`src/rtl/toggle_rx_pkg.sv`:
```
// Shared defaults and state encoding for the toggle-encoded event receiver.
// Build option TOGGLE_RX_ACK_EN enables the ack_tog return toggle on toggle_event_rx.
package toggle_rx_pkg;

   localparam int unsigned SYNC_STAGES_DEF = 2;
   localparam int unsigned CNT_W_DEF       = 4;
   localparam int unsigned TOT_W_DEF       = 16;

   // Occupancy class of the pending-event counter.
   typedef enum logic [1:0] {
      EMPTY = 2'd0,
      HOLD  = 2'd1,
      SAT   = 2'd2
   } rx_state_e;

endpackage

```
`src/rtl/sync_ff_chain.sv`:
```
// Multi-flop 1-bit synchroniser, async reset to 0; shared by the event path and
// the sender-side ack path.
module sync_ff_chain #(
   parameter int unsigned STAGES = 2
) (
   input  logic clk,
   input  logic rst,
   input  logic i_d,
   output logic o_q
);

   logic [STAGES-1:0] r_sync;

   always_ff @(posedge clk or posedge rst) begin
      if (rst) begin
         r_sync <= '0;
      end else begin
         r_sync <= {r_sync[STAGES-2:0], i_d};
      end
   end

   assign o_q = r_sync[STAGES-1];

endmodule

```
`src/rtl/toggle_event_rx.sv`:
```
// Toggle-link event receiver: synchronise, decode edges, queue in a saturating
// counter, hand out on valid/ready. Define TOGGLE_RX_ACK_EN for the ack_tog port.
module toggle_event_rx
   import toggle_rx_pkg::*;
#(
   parameter int unsigned SYNC_STAGES = SYNC_STAGES_DEF,
   parameter int unsigned CNT_W       = CNT_W_DEF,
   parameter int unsigned TOT_W       = TOT_W_DEF
) (
   input  logic             clk,
   input  logic             rst,
   input  logic             tog_in,
   input  logic             evt_ready,
   input  logic             ovf_clr,
   output logic             evt_valid,
   output logic [CNT_W-1:0] pending,
   output logic             overflow,
   output logic [TOT_W-1:0] total_cnt
`ifdef TOGGLE_RX_ACK_EN
   ,
   output logic             ack_tog
`endif
);

   localparam logic [CNT_W-1:0] PEND_MAX = '1;

   logic             w_tog_s;
   logic             w_det;
   logic             w_acc;
   logic             w_ovf_set;
   logic             r_tog_prev;
   logic [CNT_W-1:0] r_pending;
   logic             r_overflow;
   logic [TOT_W-1:0] r_total;
   rx_state_e        r_state;

   sync_ff_chain #(
      .STAGES (SYNC_STAGES)
   ) u_sync (
      .clk (clk),
      .rst (rst),
      .i_d (tog_in),
      .o_q (w_tog_s)
   );

   // Each level change of the synchronised toggle is exactly one event.
   assign w_det     = w_tog_s ^ r_tog_prev;
   assign w_acc     = evt_valid & evt_ready;
   assign w_ovf_set = w_det & ~w_acc & (r_state == SAT);

   always_ff @(posedge clk or posedge rst) begin
      if (rst) begin
         r_tog_prev <= 1'b0;
         r_pending  <= '0;
         r_total    <= '0;
         r_state    <= EMPTY;
      end else begin
         r_tog_prev <= w_tog_s;
         r_total    <= r_total + TOT_W'(w_det);
         case ({w_det, w_acc})
            2'b10: begin
               // At saturation the event is dropped; overflow records it.
               if (r_state != SAT) begin
                  r_pending <= r_pending + CNT_W'(1);
                  r_state   <= (r_pending == PEND_MAX - CNT_W'(1)) ? SAT : HOLD;
               end
            end
            2'b01: begin
               r_pending <= r_pending - CNT_W'(1);
               r_state   <= (r_pending == CNT_W'(1)) ? EMPTY : HOLD;
            end
            default: begin
               r_pending <= r_pending;
               r_state   <= r_state;
            end
         endcase
      end
   end

   // Sticky overflow; a coincident set beats the clear.
   always_ff @(posedge clk or posedge rst) begin
      if (rst) begin
         r_overflow <= 1'b0;
      end else if (w_ovf_set) begin
         r_overflow <= 1'b1;
      end else if (ovf_clr) begin
         r_overflow <= 1'b0;
      end
   end

`ifdef TOGGLE_RX_ACK_EN
   logic r_ack_tog;

   // One flip per consumed event lets the sender count outstanding events.
   always_ff @(posedge clk or posedge rst) begin
      if (rst) begin
         r_ack_tog <= 1'b0;
      end else if (w_acc) begin
         r_ack_tog <= ~r_ack_tog;
      end
   end

   assign ack_tog = r_ack_tog;
`endif

   assign evt_valid = (r_pending != '0);
   assign pending   = r_pending;
   assign overflow  = r_overflow;
   assign total_cnt = r_total;

endmodule
```
`config.mk`:
```
export PLATFORM = sky130hd
export DESIGN_NAME = toggle_event_rx
export DESIGN_NICKNAME = d
export VERILOG_FILES = /design/src/rtl/toggle_rx_pkg.sv /design/src/rtl/sync_ff_chain.sv /design/src/rtl/toggle_event_rx.sv
export SDC_FILE = /design/constraint.sdc
export NUM_CORES = 1
export LEC_CHECK = 0
export CORE_MARGIN = 5
export CORE_UTILIZATION = 37
export DETAILED_ROUTE_END_ITERATION = 16
export PLACE_DENSITY = 0.68
export SLEW_MARGIN = 20
export SYNTH_ARGS = -nofsm -noshare
export SYNTH_HDL_FRONTEND = slang
export SYNTH_SLANG_ARGS = --single-unit
```
`constraint.sdc`:
```
create_clock -name clk -period 2.2 [get_ports clk]
set_input_delay 0.55 -clock clk [delete_from_list [all_inputs] [get_ports clk]]
set_output_delay 0.55 -clock clk [all_outputs]
set_load 0.1 [all_outputs]
```
# Word level (Yosys, flattened, before mapping)
# Index checks and enable logic that the tools add are counted.
# totals
output_inout_bits,22
word_cells,33
regBits,26
inputBits,5
# op_classes
bitwise_logic,5
mux,8
addsub,3
eq_ne,7
reduce_logical,4
# op_table
op,n
adder 16 x 1 -> 16 bit,1
one-hot mux 4 bit (2 select lines),1
adder 4 x 1 -> 4 bit (second input constant),1
equality test 2 bit (second input constant),2
equality test 4 x 1 -> 1 bit (second input constant),1
equality test 4 bit (second input constant),1
two-way mux 2 bit,2
two-way mux 4 bit,1
!= test 2 bit (second input constant),2
one-hot mux 2 bit (2 select lines),1
nonzero test 2 bit,2
nonzero test 4 bit,1
subtractor 4 x 1 -> 4 bit (second input constant),1
bitwise AND 1 bit,3
two-way mux 1 bit,3
equality test 2 x 1 -> 1 bit (second input constant),1
AND reduction 2 bit,1
NOT 1 bit,1
bitwise XOR 1 bit,1

# Depth between registers and ports, before layout
# Gate-level depths: netlist (run 1).
# depth
word_depth,6
mapped_depth,8
depth_no_buf,8

# Hierarchy
# From an unflattened synthesis (run 1), not the netlist that was laid out.
# unflattened
hier_cells,111
hier_area_um2,1280.0
# by_module_without_submodules
module,seq_area_each_um2,area_each_um2,instances,cells_each
toggle_event_rx,600.6,1226.2,1,108
sync_ff_chain,50.0,53.8,1,3

# Worst setup path before layout (run 1)
# No wires, ideal clock.
# synth_path
path_kind,reg2reg
startpoint,reg r_pending[0] (netlist: pending[0])
endpoint,reg r_pending[3] (netlist: pending[3])
arrival_time_ps,2244
setup_ps,161
path_buffers,1
path_stages_with_launch,8
slack_ps,-205
period_less_slack_ps,2405
required_ps,2039
path_cell_list,dfrtp_1 -> inv_1 -> ha_1 -> or3b_1 -> buf_6 -> and3_4 -> a22oi_2 -> xnor2_1
# synth_between
elab_chain_len,5
elab_cells_between_ends,11
classes_between,add/sub (2); eq/ne (3); mux (2); bitwise (1); reduce/logical (3)
# synth_rtl
element,line,source
start: declaration,toggle_event_rx.sv:32,logic [CNT_W-1:0] r_pending;
start signal: assignment,toggle_event_rx.sv:64,r_pending <= r_pending + CNT_W'(1);
start signal: assignment,toggle_event_rx.sv:69,r_pending <= r_pending - CNT_W'(1);
start signal: assignment,toggle_event_rx.sv:73,r_pending <= r_pending;
nonzero test 4 bit (*),toggle_event_rx.sv:106,assign evt_valid = (r_pending != '0);
via evt_valid,toggle_event_rx.sv:15,"output logic evt_valid,"
bitwise AND 1 bit (*),toggle_event_rx.sv:48,assign w_acc = evt_valid & evt_ready;
equality test 2 bit / equality test 2 x 1 -> 1 bit (equally long branches),toggle_event_rx.sv:60,"case ({w_det, w_acc})"
!= test 2 bit (no source line) / nonzero test 2 bit (equally long branches),-,
AND reduction 2 bit (no source line),-,
# The timed path passes the listed nets; every way through them passes the cells marked *. The select of a mux whose other input is x is not followed.
# A chain may end at the register's enable or synchronous reset.

# Worst setup path after layout (run 1)
# layout_path
startpoint,reg r_pending[0] (netlist: pending[0])
endpoint,out evt_valid
# layout_between
elab_chain_len,1
# layout_rtl
element,line
nonzero test 4 bit,toggle_event_rx.sv:106
end: declaration,toggle_event_rx.sv:15
# No other way between the ends.

==> metrics, run 1 <==
synthesis-stage register bit count 26; Post-synth EDFFs 0; vias in the first global route 944; Netlist Area Pre-Place 1290 um^2; placed inst area 1570 um^2; Die W 69.1 um; slew margin rel. 70.1%; Final Cycle Share 96.3%; R2R setup slack 290 ps; routed len/inst 12.6 um; Pins Over Slew Limit 0; Cell Int Power 1.14 mW; # H-tree levels 1; critical path required time 1650 ps; total CTS buffers 3; yosys warns 0; pin count of the biggest net entering global routing 16; Setup crit end evt_valid; element type at the critical path start flop; design area 1650 um^2; outcome complete, no violations; Mapped Cells 114; reg2reg end pending[3]; Setup WS pre-CTS 232 ps; max-cap violations 0; CP Capture Type primary output; Via density 4.87; Max Root-Sink Buffers 2; RSZ-0062 raised after global routing false; hpwl dp 1900 um; average size of a mapped cell 11.3 um^2; post-synthesis cell type count 30; first-pass GRT wire length 4340 um; Reg power frac 30.0%; Logic pwr share 56.8%; n_diodes 0; Setup violations, final 0; CTS tree done; slowest CP cell dfrtp_2; GRT Total Usage 11.0%; Tightest Pin Transition 448 ps; Max Clock Skew 4.11 ps; final hold violation count 0; cell-by-cell trace of the critical path inv_1 > ha_1 > or3b_4 > buf_12; max frequency 472 MHz; clock sinks 26; cell with the most instances after synthesis dfrtp_1; Reg2Reg Launch Point pending[0]; Hold Path Cell Cnt 0; CTS clk-pin slew, worst paths 140 ps; power share of the clock group 13.2%; Port Buf Inserts 26; final setup margin 81.7 ps; PwrDens 1470 nW/um^2; syn_nets 126; cell taking the most area after synthesis dfrtp_1; root buf cell clkbuf_4; slowest stage delay, CP 420 ps; initial antenna violation count 0; Final Hold Slack 365 ps; FF-to-FF path depth 7; die height 69.1 um; Initial Utilization 38.4%; area added between synthesis and finish 27.8%; peak supply drop 0.993 mV; Area contributors post-synth dfrtp_1, ha_1, xnor2_1; min cycle time layout 2120 ps; setup TNS 0 ps; Switching Fraction 52.9%; nets@finish 161; routed via count 944; GPL Wtd Cong 0.778; fraction of layout cells with a size suffix above 1 28.4%; DR pass1 iterations 4; Post-synth top flop dfrtp_1; # DRC 0; 1st-iter DRT viols 31; static leakage 0.772 nW; Yosys top cell area share 50.3%; Total Wirelength 2450 um; Final ANT Viol Nets 0; critical path launch point pending[0]; Synth async-reset ratio 100%; CP arrival 1570 ps; sequential area share after synthesis 50.3%; top cells by count, synth dfrtp_1, xnor2_1, ha_1, inv_1, nand2_1; Worst Hold Class flop to flop; Net Sw Power 1.28 mW; worst-skew pair later-pin latency 310 ps; Hold Startpoint u_sync.r_sync[0]; FILL cells 344; Crit Path Max Fanout 3; Site Rows 21; Ports 27; core area 3360 um^2; Die ar. 4780 um^2; GR Overflow Total 0; critical path class flop to primary output
==> flip-flops by register name (all words and copies together) (netlist names) <==
signal,flops
total_cnt,16
pending,4
r_state,2
u_sync.r_sync,2
overflow,1
r_tog_prev,1
==> critical path, delay by kind of cell (launching register included) <==
kind	cells	cell delay, ps
buffers and inverters	2	260
adder cells (fa/ha/maj)	1	170
flip-flops	1	420
AND/OR/NAND/NOR	1	400
==> metrics by stage <==
stage	utilization (%)	power (mW)	cells
after floorplan	-	1.79	114
after global placement	46.8	2.06	187
after detailed placement	46.8	2.09	187
after CTS	48.9	2.45	193
after global routing	49.1	2.56	194
final	49.1	2.43	194
==> cells by family (layout without fill, tap and decap cells) <==
family | after synthesis | count (layout) | synth area share [%]
buf+inv | 8 | 42 | 2.90
flops | 26 | 26 | 50.3
simple gates | 42 | 42 | 17.9
mux | 2 | 2 | 1.65
fa+ha+maj | 7 | 7 | 6.78
compound gates | 12 | 12 | 7.45
xor+xnor | 17 | 17 | 13.0
==> cell type report <==
class	count	area, um^2	area share (%)
inverters	7	26.3	1.59
repair buffers	31	255	15.5
flip-flops and latches	26	653	39.5
clock buffers	3	22.5	1.36
multi-input cells	80	607	36.7
clock inverters	1	30.0	1.82
well taps	46	57.6	3.48
==> worst min-delay path by stage <==
| stage | to | slack, ps |
|---|---|---|
| after floorplan | u_sync.r_sync[1] | 330 |
| after global placement | u_sync.r_sync[1] | 340 |
| after detailed placement | u_sync.r_sync[1] | 330 |
| after CTS | u_sync.r_sync[1] | 370 |
| after global routing | u_sync.r_sync[1] | 380 |
| final | u_sync.r_sync[1] | 370 |
==> power by group through the flow <==
stage | Clock, mW | Sequential [mW] | Combinational [mW]
2_1_floorplan | 0 | 1.44 | 0.356
3_3_place_gp | 0 | 0.755 | 1.31
3_5_place_dp | 0 | 0.764 | 1.32
4_1_cts | 0.335 | 0.728 | 1.38
5_1_grt | 0.361 | 0.750 | 1.45
6_report | 0.320 | 0.727 | 1.38
==> per-layer routing <==
| layer | GRT usage, % | wire length [um] |
|---|---|---|
| met5 | 0 | 0 |
| met4 | 4.34 | 34 |
| met3 | 2.62 | 101 |
| met2 | 17.6 | 1130 |
| met1 | 14.3 | 1180 |
==> what timing repair did <==
item,4_1_cts,5_1_grt
setup endpoints to repair,1,1
setup buffers,2,1
hold buffers,0,0
resized for setup,1,0
gates cloned,0,0
==> cells in the final DEF, fill, tap and decap left out, types with 2 or more instances in the layout <==
| cell | n |
|---|---|
| o21ai_0 | 5 |
| xnor2_1 | 10 |
| dfrtp_1 | 24 |
| clkbuf_4 | 3 |
| nor2b_1 | 2 |
| nand4_1 | 6 |
| nor2_1 | 6 |
| and3_1 | 3 |
| nand2_1 | 7 |
| nor4b_1 | 2 |
| inv_1 | 7 |
| clkdlybuf4s50_1 | 4 |
| buf_4 | 26 |
| nor4_1 | 2 |
| nand3_1 | 6 |
| xor2_1 | 6 |
| ha_1 | 7 |
| dfrtp_2 | 2 |
| nor3_1 | 4 |
Power figures use the tool's default switching activity.
==> run 2, diff against run 1 <==
==> constraint.sdc (replaced) <==
create_clock -name clk -period 2.5 [get_ports clk]
set_input_delay 0.625 -clock clk [delete_from_list [all_inputs] [get_ports clk]]
set_output_delay 0.625 -clock clk [all_outputs]
set_load 0.1 [all_outputs]
==> run 2 against run 1 <==
First-iteration DRC count is 3.2% lower. Sequential power is 8.1% lower. Sequential share of layout area up 1.0 points. Critical path type unchanged. Critical endpoint unchanged. Largest cell class unchanged.
==> metrics, run 2 (same netlist as run 1, synthesis figures left out) <==
outcome complete, no violations; static leakage 0.748 nW; # DRC 0; area added between synthesis and finish 24.0%; max frequency 425 MHz; Tightest Pin Transition 369 ps; element type at the critical path start flop; total CTS buffers 3; Pins Over Slew Limit 0; setup bufs post-CTS 0; Via density 4.88; multi-input logic area 607 um^2; initial antenna violation count 0; critical path required time 1880 ps; routed len/inst 13.0 um; slowest stage delay, CP 480 ps; cell-by-cell trace of the critical path inv_1 > ha_1 > or3b_4 > buf_12; Final ANT Viol Nets 0; final setup margin 149 ps; CTS clk-pin slew, worst paths 120 ps; vias in the first global route 959; Die ar. 4780 um^2; Initial Utilization 38.4%; Total Wirelength 2480 um; CP Capture Type primary output; GRT Total Usage 11.5%; critical path launch point pending[0]; hpwl dp 1930 um; Die W 69.1 um; PwrDens 1270 nW/um^2; CTS tree done; fraction of layout cells with a size suffix above 1 25.0%; Net Sw Power 1.14 mW; Final Hold Slack 367 ps; total power 2.04 mW; routed via count 927; cts hold-fix bufs 0; min cycle time layout 2350 ps; slew margin rel. 75.2%; slowest CP cell dfrtp_1; Worst Hold Class flop to flop; peak supply drop 0.340 mV; # H-tree levels 1; pin count of the biggest net entering global routing 27; clock sinks 26; core area 3360 um^2; die height 69.1 um; Max Clock Skew 15.6 ps; Logic pwr share 57.2%; FILL cells 334; GR Overflow Total 0; power share of the clock group 10.1%; Setup violations, final 0; Setup WS pre-CTS 376 ps; 1st-iter DRT viols 30; commonest non-fill, non-tap cells in the layout dfrtp_1, buf_4, xnor2_1; DR pass1 iterations 4; n_diodes 0; root buf cell clkbuf_4; worst-skew pair later-pin latency 320 ps; Max Root-Sink Buffers 2; Crit Path Max Fanout 7; Site Rows 21; critical path class flop to primary output; max-cap violations 0; final hold violation count 0; first-pass GRT wire length 4530 um; CP arrival 1730 ps; nets@finish 157; setup TNS 0 ps; Reg2Reg Launch Point pending[0]; Port Buf Inserts 26; register area 651 um^2; Hold Startpoint u_sync.r_sync[0]; number of flip-flops in the largest register 16; Final Cycle Share 94.0%; Reg power frac 32.7%; Switching Fraction 55.6%; most common cell after layout, fill and taps aside dfrtp_1; Cell Int Power 0.906 mW; RSZ-0062 raised after global routing false; final core utilization 47.7%; Ports 27; GPL Wtd Cong 0.835
==> run 2: cell types whose count changed in the layout (fill, tap and decap cells not counted), sizes merged <==
cell,delta
buf,-4
bufinv,-1
clkbuf,+1
==> run 2: path summary, 6_finish.rpt <==
check                           cells after the start          endpoint  slack (ps)
min in group asynchronous                           3      total_cnt[1]         640
worst min-delay path                                0  u_sync.r_sync[1]         370
max in group asynchronous                           3      total_cnt[8]        1610
worst min register to register                      0  u_sync.r_sync[1]         370
worst max register to register                      6        pending[1]         560
worst max-delay path                                4         evt_valid         150
==> run 2: layout make-up <==
cell class                      instances  area share (%)
Clock buffer                            4            2.26
Sequential cell                        26            40.6
Tap cell                               46            3.59
Inverter                                7            1.64
Timing Repair Buffer                   27            14.1
Multi-Input combinational cell         80            37.9
==> run 2: per-layer routing <==
metal  vias up  wire [um]  GRT usage [%]
met3         3        114           2.91
met5         -          0              0
met1       446       1130           14.6
met2        23       1200           19.1
met4         0         27           3.90
li1        455          -              -
==> run 2: through the flow <==
step | instance area, um^2 | std cells
finish | 1600 | 190
global route | 1600 | 190
CTS | 1600 | 190
detailed placement | 1560 | 186
global placement | 1560 | 186
floorplan | 1290 | 114
==> run 2: worst max-delay path: cells and delay by family, from the launching register on <==
kind	cells	cell delay, ps
buf+inv	2	300
fa+ha+maj	1	190
flops	1	480
simple gates	1	440
==> run 2: power by group through the flow <==
stage	clock network [mW]	logic [mW]	registers, mW
after floorplan	0	0.314	1.26
after detailed placement	0	1.17	0.673
after CTS	0.214	1.17	0.664
after global placement	0	1.15	0.662
final	0.207	1.17	0.668
after global routing	0.236	1.22	0.693
==> run 2: timing repair <==
| item | CTS | global route |
|---|---|---|
| endpoints found under the hold margin | 0 | 0 |
| setup endpoints to repair | 0 | 1 |
| resized for setup | 0 | 1 |
